$ cat src/rtl/pw_md4_block_builder.sv
// Builds the single 512-bit MD4 message block for an NT hash: UTF-16LE expansion of a
// captured password (up to 20 characters), the 0x80 pad byte and the 64-bit bit-length.
module pw_md4_block_builder (
  input  logic         clk,
  input  logic         rst,
  input  logic [159:0] in_password,
  input  logic [4:0]   in_length,
  input  logic         trigger,
  output logic [511:0] out_block,
  output logic         busy,
  output logic         out_error,
  output logic         completed
);

  localparam logic [4:0] MAX_LEN = 5'd20;

  typedef enum logic [2:0] {
    S_IDLE,
    S_EMIT,
    S_PAD,
    S_LEN,
    S_DONE1,
    S_DONE2,
    S_DONE3
  } state_e;

  state_e         state_q;
  logic [511:0]   block_q;
  logic           busy_q;
  logic           err_q;
  logic           comp_q;
  logic [4:0]     idx_q;
  logic           trig_q;
  logic [159:0]   pw_q;
  logic [4:0]     len_q;

  // Combinational helpers feeding the state machine.
  logic           trig_rise_d;
  logic           last_char_d;
  logic [7:0]     char_d;
  logic [8:0]     emit_pos_d;
  logic [8:0]     pad_pos_d;
  logic [15:0]    bit_len_d;

  always_comb begin
    trig_rise_d = trigger & ~trig_q;
    last_char_d = (idx_q == (len_q - 5'd1));
    char_d      = pw_q[{idx_q, 3'b000} +: 8];
    // Each character occupies two bytes (UTF-16LE), so byte 2*i sits at bit 16*i.
    emit_pos_d  = {idx_q, 4'b0000};
    pad_pos_d   = {len_q, 4'b0000};
    bit_len_d   = {7'd0, len_q, 4'b0000};
  end

  // NOTE: the capture registers carry no reset; they are always loaded at capture
  // before anything reads them, so resetting 165 extra flops would buy nothing.
  always_ff @(posedge clk) begin
    if (state_q == S_IDLE && trig_rise_d && !rst) begin
      pw_q  <= in_password;
      len_q <= in_length;
    end
  end

  // NOTE: all state here uses non-blocking assignments so every register samples
  // the pre-edge values, independent of statement order within the block.
  always_ff @(posedge clk) begin
    if (rst) begin
      state_q <= S_IDLE;
      block_q <= '0;
      busy_q  <= 1'b0;
      err_q   <= 1'b0;
      comp_q  <= 1'b0;
      idx_q   <= '0;
      trig_q  <= 1'b0;
    end else begin
      trig_q <= trigger;
      unique case (state_q)
        S_IDLE: begin
          if (trig_rise_d) begin
            block_q <= '0;
            err_q   <= 1'b0;
            busy_q  <= 1'b1;
            idx_q   <= '0;
            if (in_length > MAX_LEN) begin
              err_q   <= 1'b1;
              state_q <= S_DONE1;
            end else if (in_length == 5'd0) begin
              state_q <= S_PAD;
            end else begin
              state_q <= S_EMIT;
            end
          end
        end
        S_EMIT: begin
          // High byte of each UTF-16 code unit stays 0x00 from the clear at capture.
          block_q[emit_pos_d +: 8] <= char_d;
          idx_q                    <= idx_q + 5'd1;
          if (last_char_d) state_q <= S_PAD;
        end
        S_PAD: begin
          block_q[pad_pos_d +: 8] <= 8'h80;
          state_q                 <= S_LEN;
        end
        S_LEN: begin
          // Bytes 56..57 hold the message length in bits; bytes 58..63 remain zero.
          block_q[448 +: 16] <= bit_len_d;
          state_q            <= S_DONE1;
        end
        S_DONE1: begin
          comp_q  <= 1'b1;
          state_q <= S_DONE2;
        end
        S_DONE2: begin
          comp_q  <= 1'b1;
          state_q <= S_DONE3;
        end
        S_DONE3: begin
          comp_q  <= 1'b0;
          busy_q  <= 1'b0;
          state_q <= S_IDLE;
        end
        default: state_q <= S_IDLE;
      endcase
    end
  end

  assign out_block = block_q;
  assign busy      = busy_q;
  assign out_error = err_q;
  assign completed = comp_q;

endmodule

$ cat config.mk
export PLATFORM = sky130hd
export DESIGN_NAME = pw_md4_block_builder
export DESIGN_NICKNAME = d
export VERILOG_FILES = /design/src/rtl/pw_md4_block_builder.sv
export SDC_FILE = /design/constraint.sdc
export NUM_CORES = 1
export LEC_CHECK = 0
export BUFFER_PORTS_ARGS = -buffer_cell sky130_fd_sc_hd__buf_4
export CAP_MARGIN = 15
export CORE_MARGIN = 2
export CORE_UTILIZATION = 30
export DETAILED_ROUTE_END_ITERATION = 12
export SKIP_LAST_GASP = 1
export SYNTH_ARGS = -nofsm -noshare
export SYNTH_HDL_FRONTEND = slang
export SYNTH_SLANG_ARGS = --single-unit
$ cat constraint.sdc
create_clock -name clk -period 11.35 [get_ports clk]
set_clock_uncertainty 0.05 [all_clocks]
set_input_delay 1.7025 -clock clk [delete_from_list [all_inputs] [get_ports clk]]
set_output_delay 1.7025 -clock clk [all_outputs]
set_load 0.03 [all_outputs]
==> run summary, run 1 <==
STATUS
------------------------------------------------------------------------------------
Run status                                                                 completed

WORST SETUP PATH
------------------------------------------------------------------------------------
Worst R2R Path Depth                                                               5
Worst setup EP type                                                             flop
Most common cell type on the critical path                              sky130_fd_sc_hd__nand2_1
R2R Path End                                                            out_block[298]
Worst flop-to-flop path startpoint                                        state_q[1]
Worst EP arrival                                                             4900 ps
Slowest CP cell                                                         sky130_fd_sc_hd__inv_1
Type of the worst setup path                                               in -> reg
Top fanout value on the critical path                                             58
Type of element launching the critical path                               input port
Critical Path RT                                                           11,860 ps
Max stage delay on crit path                                                  740 ps
Register-to-register path setup slack                                        7550 ps
Cells traversed along the worst timing path                             buf_4 > inv_1 > nand2_1 > nor2_1 > nand2_1 > o21ai_0

ROUTING
------------------------------------------------------------------------------------
Ratio of routed vias to standard cells                                         4.861
1st-pass router iterations                                                         8
Post-Route WL                                                               85.13 mm
Remaining antenna violation count after routing                                    0
Routed length per placed instance                                           22.23 um
Via count                                                                     18,614
Drt initial violations                                                         1,410
Number of design rule violations left after detail routing                         0

FINISH
------------------------------------------------------------------------------------
Top library cells by usage in the layout, fill and taps aside           704 x sky130_fd_sc_hd__buf_4, 520 x sky130_fd_sc_hd__dfxtp_1, 331 x sky130_fd_sc_hd__and2_1
# nets final                                                                   2,885
Area delta synth->final                                                       35.26%
Fill cell count                                                                7,696
Proportion of layout cells with a drive suffix above 1                        0.3292
Most common cell after layout, fill and taps aside                      sky130_fd_sc_hd__buf_4

CLOCKING
------------------------------------------------------------------------------------
Count of hold buffers inserted by post-cts repair                                  0
Clock slew at reported path FFs                                                60 ps
Clock tree root driver cell                                             sky130_fd_sc_hd__clkbuf_16
CTS sink cnt                                                                     689
Number of buffers added by the clock tree synthesis step                          75
Maximum count of clock buffers along a single path                                 3
H-Tree Depth                                                                       3
Post-cts gate resize count                                                         0
Post-CTS setup repair buffer count                                                 0
Source-to-sink clock delay at the later pin of the worst-skew pair            650 ps
CTS tree                                                                       built

YOSYS
------------------------------------------------------------------------------------
Count of cell types in the netlist                                                90
Syn Std Cell Area                                                        0.02440 mm2
Average size of a mapped cell                                              11.94 um2
Fraction of post-synthesis cell area in the top cell type by area             0.4299
Sequential cell area fraction in the yosys report                             0.6329
Most common flop cell mapped by yosys                                   sky130_fd_sc_hd__dfxtp_1
Register bit count reported by yosys                                             689
Share of flip-flops with an asynchronous set or reset after synthesis              0
Net count of the mapped netlist                                                2,221
Most area-hungry cell type in the Yosys netlist                         sky130_fd_sc_hd__dfxtp_1
Synthesized instance count                                                     2,044
Count of flip-flops with a built-in enable after synthesis                       165
Ranking of synthesized cells by area                                    sky130_fd_sc_hd__dfxtp_1 43%, sky130_fd_sc_hd__edfxtp_1 20%, sky130_fd_sc_hd__and2_1 8.5%
Yosys Warn Count                                                                   0

MIN PATH
------------------------------------------------------------------------------------
Launch instance of the worst min-delay path                             out_block[112]
Class of the most critical hold timing path                               reg -> reg
Number of instances on the worst hold path                                         2
Min-Delay Endpoint                                                      out_block[112]

TIMING
------------------------------------------------------------------------------------
Shortest clock period the worst path allows after layout                     4393 ps
Highest Clock Rate                                                         227.6 MHz
Fin Setup TNS                                                                   0 ps
Worst Slack Setup Final                                                      6957 ps
Final number of hold-violating endpoints                                           0
Final setup violation count                                                        0
Fraction of the cycle the final worst path needs                              0.3870
Setup repair after global routing missed its margin                               no
Slew Limit Fails                                                                   0
Slew of the pin with the lowest slew margin                                  1138 ps
Max_slew headroom                                                             0.2415

GLOBAL ROUTE
------------------------------------------------------------------------------------
Global-route wire length before repair                                      121.9 mm
Number of antenna violations at the first check in global routing                  3
Number of global-route vias before repair                                     17,977
Largest net degree at the start of global routing                                166
Aggregate global routing overflow                                                  0
Global-route usage over all layers                                            0.1954

PLACED DESIGN
------------------------------------------------------------------------------------
GPL Wtd Cong                                                                  0.9274
Post-Place Setup Slack                                                       6536 ps
Dpl hpwl                                                                    62.68 mm
Count of input and output buffers                                                682

FLOORPLAN
------------------------------------------------------------------------------------
Die height                                                                  289.2 um
Number of cell rows                                                              104
Die boundary width                                                          289.2 um
Area of the die                                                          0.08364 mm2
Effective utilization at floorplan                                            0.3030
Core Area                                                                0.08055 mm2
# IOs                                                                            683

POWER AND IR DROP
------------------------------------------------------------------------------------
Worst-case vdd ir drop                                                   0.0001258 V
Net switching power                                                         1.458 mW
Part of the total power dissipated in combinational logic                      0.095
Cell leakage power                                                          13.42 nW
PD cells                                                                169.5 mW/mm2
Fraction of power consumed by sequential logic                                 0.463
Cell-internal power                                                         4.137 mW
Clk pwr share                                                                  0.441
Fraction of power spent switching nets                                        0.2606

FLOW RUN
------------------------------------------------------------------------------------
Max Cap Violations                                                                 0

==> cells in the mapped netlist (14+ instances only) <==
master and number:
sky130_fd_sc_hd__a211oi_1 22, sky130_fd_sc_hd__o31ai_1 18, sky130_fd_sc_hd__mux4_2 28, sky130_fd_sc_hd__a21oi_1 96
sky130_fd_sc_hd__o2bb2ai_1 38, sky130_fd_sc_hd__nor2_1 79, sky130_fd_sc_hd__dfxtp_1 524, sky130_fd_sc_hd__inv_1 14
sky130_fd_sc_hd__a31oi_1 26, sky130_fd_sc_hd__clkbuf_1 63, sky130_fd_sc_hd__nand2_1 123, sky130_fd_sc_hd__edfxtp_1 165
sky130_fd_sc_hd__mux2i_1 17, sky130_fd_sc_hd__o21ai_0 81, sky130_fd_sc_hd__nand3_1 26, sky130_fd_sc_hd__and2_1 331
sky130_fd_sc_hd__buf_2 25, sky130_fd_sc_hd__a22o_1 36, sky130_fd_sc_hd__nor3_1 30, sky130_fd_sc_hd__buf_1 14
==> power groups by stage <==
stage | registers [mW] | clock network (mW) | logic [mW]
2_1_floorplan | 2.65 | 0 | 0.310
3_3_place_gp | 2.64 | 0 | 0.529
3_5_place_dp | 2.65 | 0 | 0.529
4_1_cts | 2.59 | 2.52 | 0.531
5_1_grt | 2.60 | 2.62 | 0.570
6_report | 2.59 | 2.47 | 0.533
==> layout make-up <==
type                            instances  area (um2)  area share
Multi-Input combinational cell       1219        8334      0.2525
Clock buffer                          102        2059     0.06240
Sequential cell                       689       15450      0.4681
Clock inverter                         34       457.9     0.01387
Inverter                               18       67.56    0.002047
Tap cell                             1060        1326     0.04018
Antenna cell                            2       5.005   0.0001516
Timing Repair Buffer                  705        5305      0.1607
==> metal layers <==
layer,part of all wire,vias to the layer above,global-route usage
met4,0.032,2,0.06082
li1,-,8693,-
met2,0.49,812,0.3322
met1,0.39,8943,0.2366
met3,0.085,164,0.05913
met5,0.00021,-,0
==> critical path: cells and delay by family <==
kind | cells | cell delay [ps]
buffers and inverters | 2 | 1060
AOI/OAI and AO/OA | 1 | 250
and+or+nand+nor | 3 | 1840
==> sequential cells by signal (all words and copies together) (netlist names), 3 cells and up <==
signal / cells
idx_q: 5
len_q: 5
out_block: 512
pw_q: 160
state_q: 3
==> kinds of logic (layout without fill, tap and decap cells) <==
| kind of cell | Yosys count | after routing | share of synthesized area |
|---|---|---|---|
| AOI/OAI and AO/OA | 470 | 470 | 0.1351 |
| adders and majority gates | 9 | 9 | 0.004615 |
| xor gates and xnor gates | 8 | 8 | 0.002871 |
| and+or+nand+nor | 665 | 665 | 0.1500 |
| other | 0 | 2 | 0 |
| buffers and inverters | 136 | 859 | 0.02651 |
| muxes | 67 | 67 | 0.04799 |
| DFF | 689 | 689 | 0.6329 |
==> through the flow <==
step / hold slack, ps / instances / instance area, um2 / total power, mW / utilization
final: 405.4 / 3829 / 33010 / 5.595 / 0.4098
after global routing: 423.6 / 3829 / 33010 / 5.791 / 0.4098
after CTS: 410.0 / 3827 / 33000 / 5.647 / 0.4097
after detailed placement: 394.9 / 3691 / 30480 / 3.175 / 0.3784
after global placement: 390.5 / 3691 / 30480 / 3.174 / 0.3784
after floorplan: 520.3 / 2044 / 24400 / 2.963 / -
==> worst max-delay path by stage <==
stage / to / slack [ps] / startpoint
2_1_floorplan: len_q[0] / 1410 / rst
3_3_place_gp: out_block[282] / 6620 / trigger
3_5_place_dp: out_block[422] / 6540 / rst
4_1_cts: out_block[422] / 7230 / rst
5_1_grt: out_block[423] / 6830 / rst
6_report: out_block[416] / 6960 / rst
No activity file was read; power rests on OpenSTA's default activity.
==> run 2, diff against run 1 <==
- clock period: 11.35 -> 3.61 ns (I/O delays scaled with it)
==> run 2 against run 1 <==
First-iteration DRC count is 10% higher. Hold slack worse by 370 ps. Sequential power grew to 3.1 times the previous value. Sequential share of layout area is 1.7 points lower. Critical path depth is 2 higher. Setup slack worse by 6400 ps. Wire length is 3.1% higher. Register-to-register slack worse by 7000 ps. Clock power grew to 3.1 times the previous value. Non-clock buffer count is 132 higher. Flip-flop and latch count stayed put. Total power grew to 3.2 times the previous value.
==> run summary, run 2 (synthesis results as in run 1) <==
WORST SETUP PATH
---------------------------------------------------------------------------------
Cells traversed along the worst timing path                          inv_1 > ha_1 > nor3b_4 > mux2_2 > a211oi_1 > o221ai_1 > nand2_1 > o21ai_0
Largest delay share family, worst path                               compound AO/OA/AOI/OAI gates
Max stage delay on crit path                                               490 ps
Type of the worst setup path                                           reg -> reg
Worst EP arrival                                                          3540 ps
Critical Path RT                                                          4060 ps
Worst setup EP type                                                          flop
Slowest CP cell                                                      sky130_fd_sc_hd__a211oi_1
Type of element launching the critical path                                  flop
Buffers and inverters on the worst path                                         1
Top fanout value on the critical path                                           9

TIMING
---------------------------------------------------------------------------------
Slew Limit Fails                                                                0
Final setup violation count                                                     0
Setup repair after global routing missed its margin                            no
Final number of hold-violating endpoints                                        0
Fin Setup TNS                                                                0 ps
Highest Clock Rate                                                      323.1 MHz
Shortest clock period the worst path allows after layout                  3095 ps
Slew of the pin with the lowest slew margin                               1011 ps
Fraction of the cycle the final worst path needs                           0.8572
Max_slew headroom                                                          0.3260

CLOCKING
---------------------------------------------------------------------------------
CTS tree                                                                    built
Maximum count of clock buffers along a single path                              3
H-Tree Depth                                                                    3
Clock slew at reported path FFs                                             60 ps
Number of buffers added by the clock tree synthesis step                       75
Source-to-sink clock delay at the later pin of the worst-skew pair         640 ps
Post-CTS setup repair buffer count                                              0
Clock tree root driver cell                                          sky130_fd_sc_hd__clkbuf_16
CTS sink cnt                                                                  689

GLOBAL ROUTE
---------------------------------------------------------------------------------
Global-route usage over all layers                                         0.1991
Global-route wire length before repair                                   124.7 mm
Largest net degree at the start of global routing                             206
Aggregate global routing overflow                                               0
Number of global-route vias before repair                                  18,705
Number of antenna violations at the first check in global routing               4

ROUTING
---------------------------------------------------------------------------------
Ratio of routed vias to standard cells                                      4.851
Remaining antenna violation count after routing                                 0
Post-Route WL                                                            87.81 mm
Via count                                                                  19,218
Routed length per placed instance                                        22.16 um
Number of design rule violations left after detail routing                      0
1st-pass router iterations                                                      6
Drt initial violations                                                      1,554

POWER AND IR DROP
---------------------------------------------------------------------------------
Worst-case vdd ir drop                                                0.0003137 V
Cell leakage power                                                       14.01 nW
PD cells                                                             517.3 mW/mm2

PLACED DESIGN
---------------------------------------------------------------------------------
Dpl hpwl                                                                 65.18 mm
Count of input and output buffers                                             682
Placed inst area                                                      0.03086 mm2
GPL Wtd Cong                                                               0.9448

FINISH
---------------------------------------------------------------------------------
Area delta synth->final                                                    40.38%
Top library cells by usage in the layout, fill and taps aside        743 x sky130_fd_sc_hd__buf_4, 520 x sky130_fd_sc_hd__dfxtp_1, 330 x sky130_fd_sc_hd__and2_1
# nets final                                                                3,017
Number of flip-flops in the largest register                                  512
Layout Cell Area excl Fill                                            0.03426 mm2
Most common cell after layout, fill and taps aside                   sky130_fd_sc_hd__buf_4
Fill cell count                                                             7,536
Proportion of layout cells with a drive suffix above 1                     0.3295

FLOORPLAN
---------------------------------------------------------------------------------
Effective utilization at floorplan                                         0.3030
Core Area                                                             0.08055 mm2
Number of cell rows                                                           104
Area of the die                                                       0.08364 mm2
Die boundary width                                                       289.2 um
# IOs                                                                         683
Die height                                                               289.2 um

FLOW RUN
---------------------------------------------------------------------------------
Max Cap Violations                                                              0

STATUS
---------------------------------------------------------------------------------
Run status                                                              completed

MIN PATH
---------------------------------------------------------------------------------
Class of the most critical hold timing path                             in -> reg

-- run 2: routing by layer --
metal | part of all wire | GRT usage | vias to the layer above | wire (um)
met3 | 0.086 | 0.05252 | 153 | 7552
li1 | - | - | 8936 | -
met5 | 0 | 0 | - | 0
met2 | 0.50 | 0.3410 | 931 | 43590
met4 | 0.024 | 0.05709 | 0 | 2150
met1 | 0.39 | 0.2460 | 9198 | 34520
-- run 2: worst paths after layout --
kind         cells after the start              to       startpoint  slack [ps]
max                              8  out_block[323]         len_q[0]         520
min reg2reg                      2  out_block[417]   out_block[417]         400
min                              1        pw_q[35]  in_password[35]          40
max reg2reg                      8  out_block[323]         len_q[0]         520
-- run 2: final cells by class --
type	instances	area [um2]	area share
Clock buffer	111	2163	0.06315
Antenna cell	4	10.01	0.0002922
Tap cell	1060	1326	0.03872
Sequential cell	689	15450	0.4510
Clock inverter	24	325.3	0.009496
Multi-Input combinational cell	1219	8356	0.2439
Timing Repair Buffer	837	6559	0.1915
Inverter	18	67.56	0.001972
-- run 2: report_power, final --
group          internal, mW  total (mW)  switching, mW
Combinational         0.624        1.89           1.26
Clock                  4.43        7.70           3.27
Sequential             8.06        8.13         0.0679
-- run 2: timing repair --
| item | CTS | global route |
|---|---|---|
| hold buffers | 90 | 0 |
| endpoints found under the hold margin | 90 | 0 |
| gates resized for setup | 0 | 0 |
-- run 2: stage by stage --
step | std cells | setup slack [ps] | power (mW) | util | hold slack, ps
5_1_grt | 3961 | 327.1 | 18.33 | 0.4253 | 1.901
3_3_place_gp | 3733 | 551.1 | 10.08 | 0.3831 | 389.9
6_report | 3962 | 515.5 | 17.72 | 0.4253 | 35.76
3_5_place_dp | 3733 | 518.3 | 10.08 | 0.3831 | 394.9
4_1_cts | 3958 | 501.5 | 17.87 | 0.4252 | 0.2074
2_1_floorplan | 2044 | -254.5 | 9.298 | - | 520.3
==> run 3, diff against run 2 <==
--- a/config.mk
+++ b/config.mk
@@ -8,3 +8,3 @@
 export BUFFER_PORTS_ARGS = -buffer_cell sky130_fd_sc_hd__buf_4
-export CAP_MARGIN = 15
+export CAP_MARGIN = 10
 export CORE_MARGIN = 2
==> constraint.sdc (replaced) <==
create_clock -name clk -period 3.61 [get_ports clk]
set_clock_uncertainty 0.05 [all_clocks]
set_input_delay 0.1805 -clock clk [delete_from_list [all_inputs] [get_ports clk]]
set_output_delay 0.1805 -clock clk [all_outputs]
set_load 0.03 [all_outputs]
==> run 3 against run 2 <==
Count of clock-buffer cells in the layout decreased by 13. Total power increased by 2.7%. Flip-flop and latch count is the same. Final area grew 2.8%. Non-clock buffer count grew 80. Hold slack gained 180 ps. Setup slack got worse by 86 ps. Highest routed layer unchanged.
==> run summary, run 3 (synthesis results as in run 1) <==
STATUS
---------------------------------------------------------------------------------
Run status                                                              completed

TIMING
---------------------------------------------------------------------------------
Shortest clock period the worst path allows after layout                  3181 ps
Slew Limit Fails                                                                0
Highest Clock Rate                                                      314.4 MHz
Slew of the pin with the lowest slew margin                               1008 ps
Setup repair after global routing missed its margin                            no
Fraction of the cycle the final worst path needs                           0.8810
Final setup violation count                                                     0
Final number of hold-violating endpoints                                        0
Worst Slack Setup Final                                                  429.5 ps
Max_slew headroom                                                          0.3273
Hold Worst Slack                                                         212.4 ps

PLACED DESIGN
---------------------------------------------------------------------------------
Count of input and output buffers                                             682
Placed inst area                                                      0.03090 mm2
GPL Wtd Cong                                                               0.9735
Dpl hpwl                                                                 65.09 mm
Total instance count after detailed placement                               3,735
Post-Place Setup Slack                                                   507.2 ps

FLOORPLAN
---------------------------------------------------------------------------------
# IOs                                                                         683
Effective utilization at floorplan                                         0.3030
Area of the die                                                       0.08364 mm2
Core Area                                                             0.08055 mm2
Number of cell rows                                                           104
Die height                                                               289.2 um
Die boundary width                                                       289.2 um

GLOBAL ROUTE
---------------------------------------------------------------------------------
Number of antenna violations at the first check in global routing               3
Global-route wire length before repair                                   125.6 mm
Largest net degree at the start of global routing                             238
Aggregate global routing overflow                                               0
Global-route usage over all layers                                         0.2000
Number of global-route vias before repair                                  19,045

CLOCKING
---------------------------------------------------------------------------------
Number of buffers added by the clock tree synthesis step                       76
Clock tree root driver cell                                          sky130_fd_sc_hd__clkbuf_16
Maximum count of clock buffers along a single path                              3
Post-CTS setup repair buffer count                                              0
Source-to-sink clock delay at the later pin of the worst-skew pair         640 ps
CTS tree                                                                    built
H-Tree Depth                                                                    3
CTS sink cnt                                                                  689
Clock slew at reported path FFs                                             60 ps

FINISH
---------------------------------------------------------------------------------
Number of flip-flops in the largest register                                  512
Area delta synth->final                                                    44.37%
Top library cells by usage in the layout, fill and taps aside        743 x sky130_fd_sc_hd__buf_4, 519 x sky130_fd_sc_hd__dfxtp_1, 330 x sky130_fd_sc_hd__and2_1
# nets final                                                                3,098
Proportion of layout cells with a drive suffix above 1                     0.3266
Most common cell after layout, fill and taps aside                   sky130_fd_sc_hd__buf_4
Final instance count without filler cells                                   4,042
Layout Cell Area excl Fill                                            0.03523 mm2

WORST SETUP PATH
---------------------------------------------------------------------------------
Worst EP arrival                                                          3690 ps
Type of the worst setup path                                           reg -> reg
Top fanout value on the critical path                                          19
Type of element launching the critical path                                  flop
Critical Path RT                                                          4120 ps
Worst R2R Path Depth                                                            6
Worst setup EP type                                                          flop

ROUTING
---------------------------------------------------------------------------------
Post-Route WL                                                            87.70 mm
Routed length per placed instance                                        21.70 um
Drt initial violations                                                      1,499
Number of design rule violations left after detail routing                      0
Remaining antenna violation count after routing                                 0
Ratio of routed vias to standard cells                                      4.833
1st-pass router iterations                                                      6
Via count                                                                  19,537

POWER AND IR DROP
---------------------------------------------------------------------------------
Cell leakage power                                                       14.44 nW
PD cells                                                             516.5 mW/mm2
Worst-case vdd ir drop                                                0.0003842 V

MIN PATH
---------------------------------------------------------------------------------
Number of instances on the worst hold path                                      2
Class of the most critical hold timing path                             in -> reg

FLOW RUN
---------------------------------------------------------------------------------
Max Cap Violations                                                              0

## run 3: changes by cell type in the layout (fill, tap and decap cells not counted), moves of 2 or more
cell                            change
sky130_fd_sc_hd__buf_12             +2
sky130_fd_sc_hd__bufinv_16          +4
sky130_fd_sc_hd__clkbuf_1          -13
sky130_fd_sc_hd__clkinv_2           +5
sky130_fd_sc_hd__clkinv_8           +2
sky130_fd_sc_hd__dlygate4sd3_1     +78
sky130_fd_sc_hd__inv_8              +2
## run 3: path summary, 6_finish.rpt
path / start / slack [ps] / end
min reg2reg: out_block[419] / 400 / out_block[419]
max: state_q[1] / 430 / out_block[71]
max reg2reg: state_q[1] / 430 / out_block[71]
min: in_password[6] / 210 / pw_q[6]
## run 3: final cells by class
cell class                 count  area (um2)
tap                         1060        1326
clock inverter                38       528.0
antenna                        3       7.507
multi-input combinational   1219        8354
timing repair buffer         917        7380
inverter                      18       67.56
fill                        7440       45320
clock buffer                  98        2115
sequential                   689       15450
## run 3: timing repair
action	4_1_cts	5_1_grt
hold buffers	168	0
endpoints found under the setup margin	0	0
resized for setup	0	0
endpoints found under the hold margin	173	0
## run 3: per-layer routing
layer	global-route usage	vias to the layer above	wire [um]
li1	-	9130	-
met1	0.2465	9370	34810
met2	0.3340	878	42670
met3	0.05472	159	7579
met4	0.07345	0	2644
met5	0	-	0
## run 3: critical path, stage by stage (launching register included)
cell                       delay [ps]
sky130_fd_sc_hd__dfxtp_1          730
sky130_fd_sc_hd__clkinv_1         500
sky130_fd_sc_hd__nor2_1           420
sky130_fd_sc_hd__nor2_2           290
sky130_fd_sc_hd__a21oi_1          790
sky130_fd_sc_hd__o21ai_0          200
sky130_fd_sc_hd__o211ai_1         110
## run 3: power breakdown
group          total (mW)  switching [mW]  internal [mW]
Clock                8.10            3.37           4.73
Sequential           8.14          0.0737           8.06
Combinational        1.96            1.27          0.687
Total                18.2            4.71           13.5
## run 3: stage by stage
step	setup TNS, ps	total power, mW	utilization
2_1_floorplan	-13830	9.300	-
3_3_place_gp	0	10.08	0.3836
3_5_place_dp	0	10.08	0.3836
4_1_cts	0	18.36	0.4373
5_1_grt	0	18.82	0.4374
6_report	0	18.19	0.4374
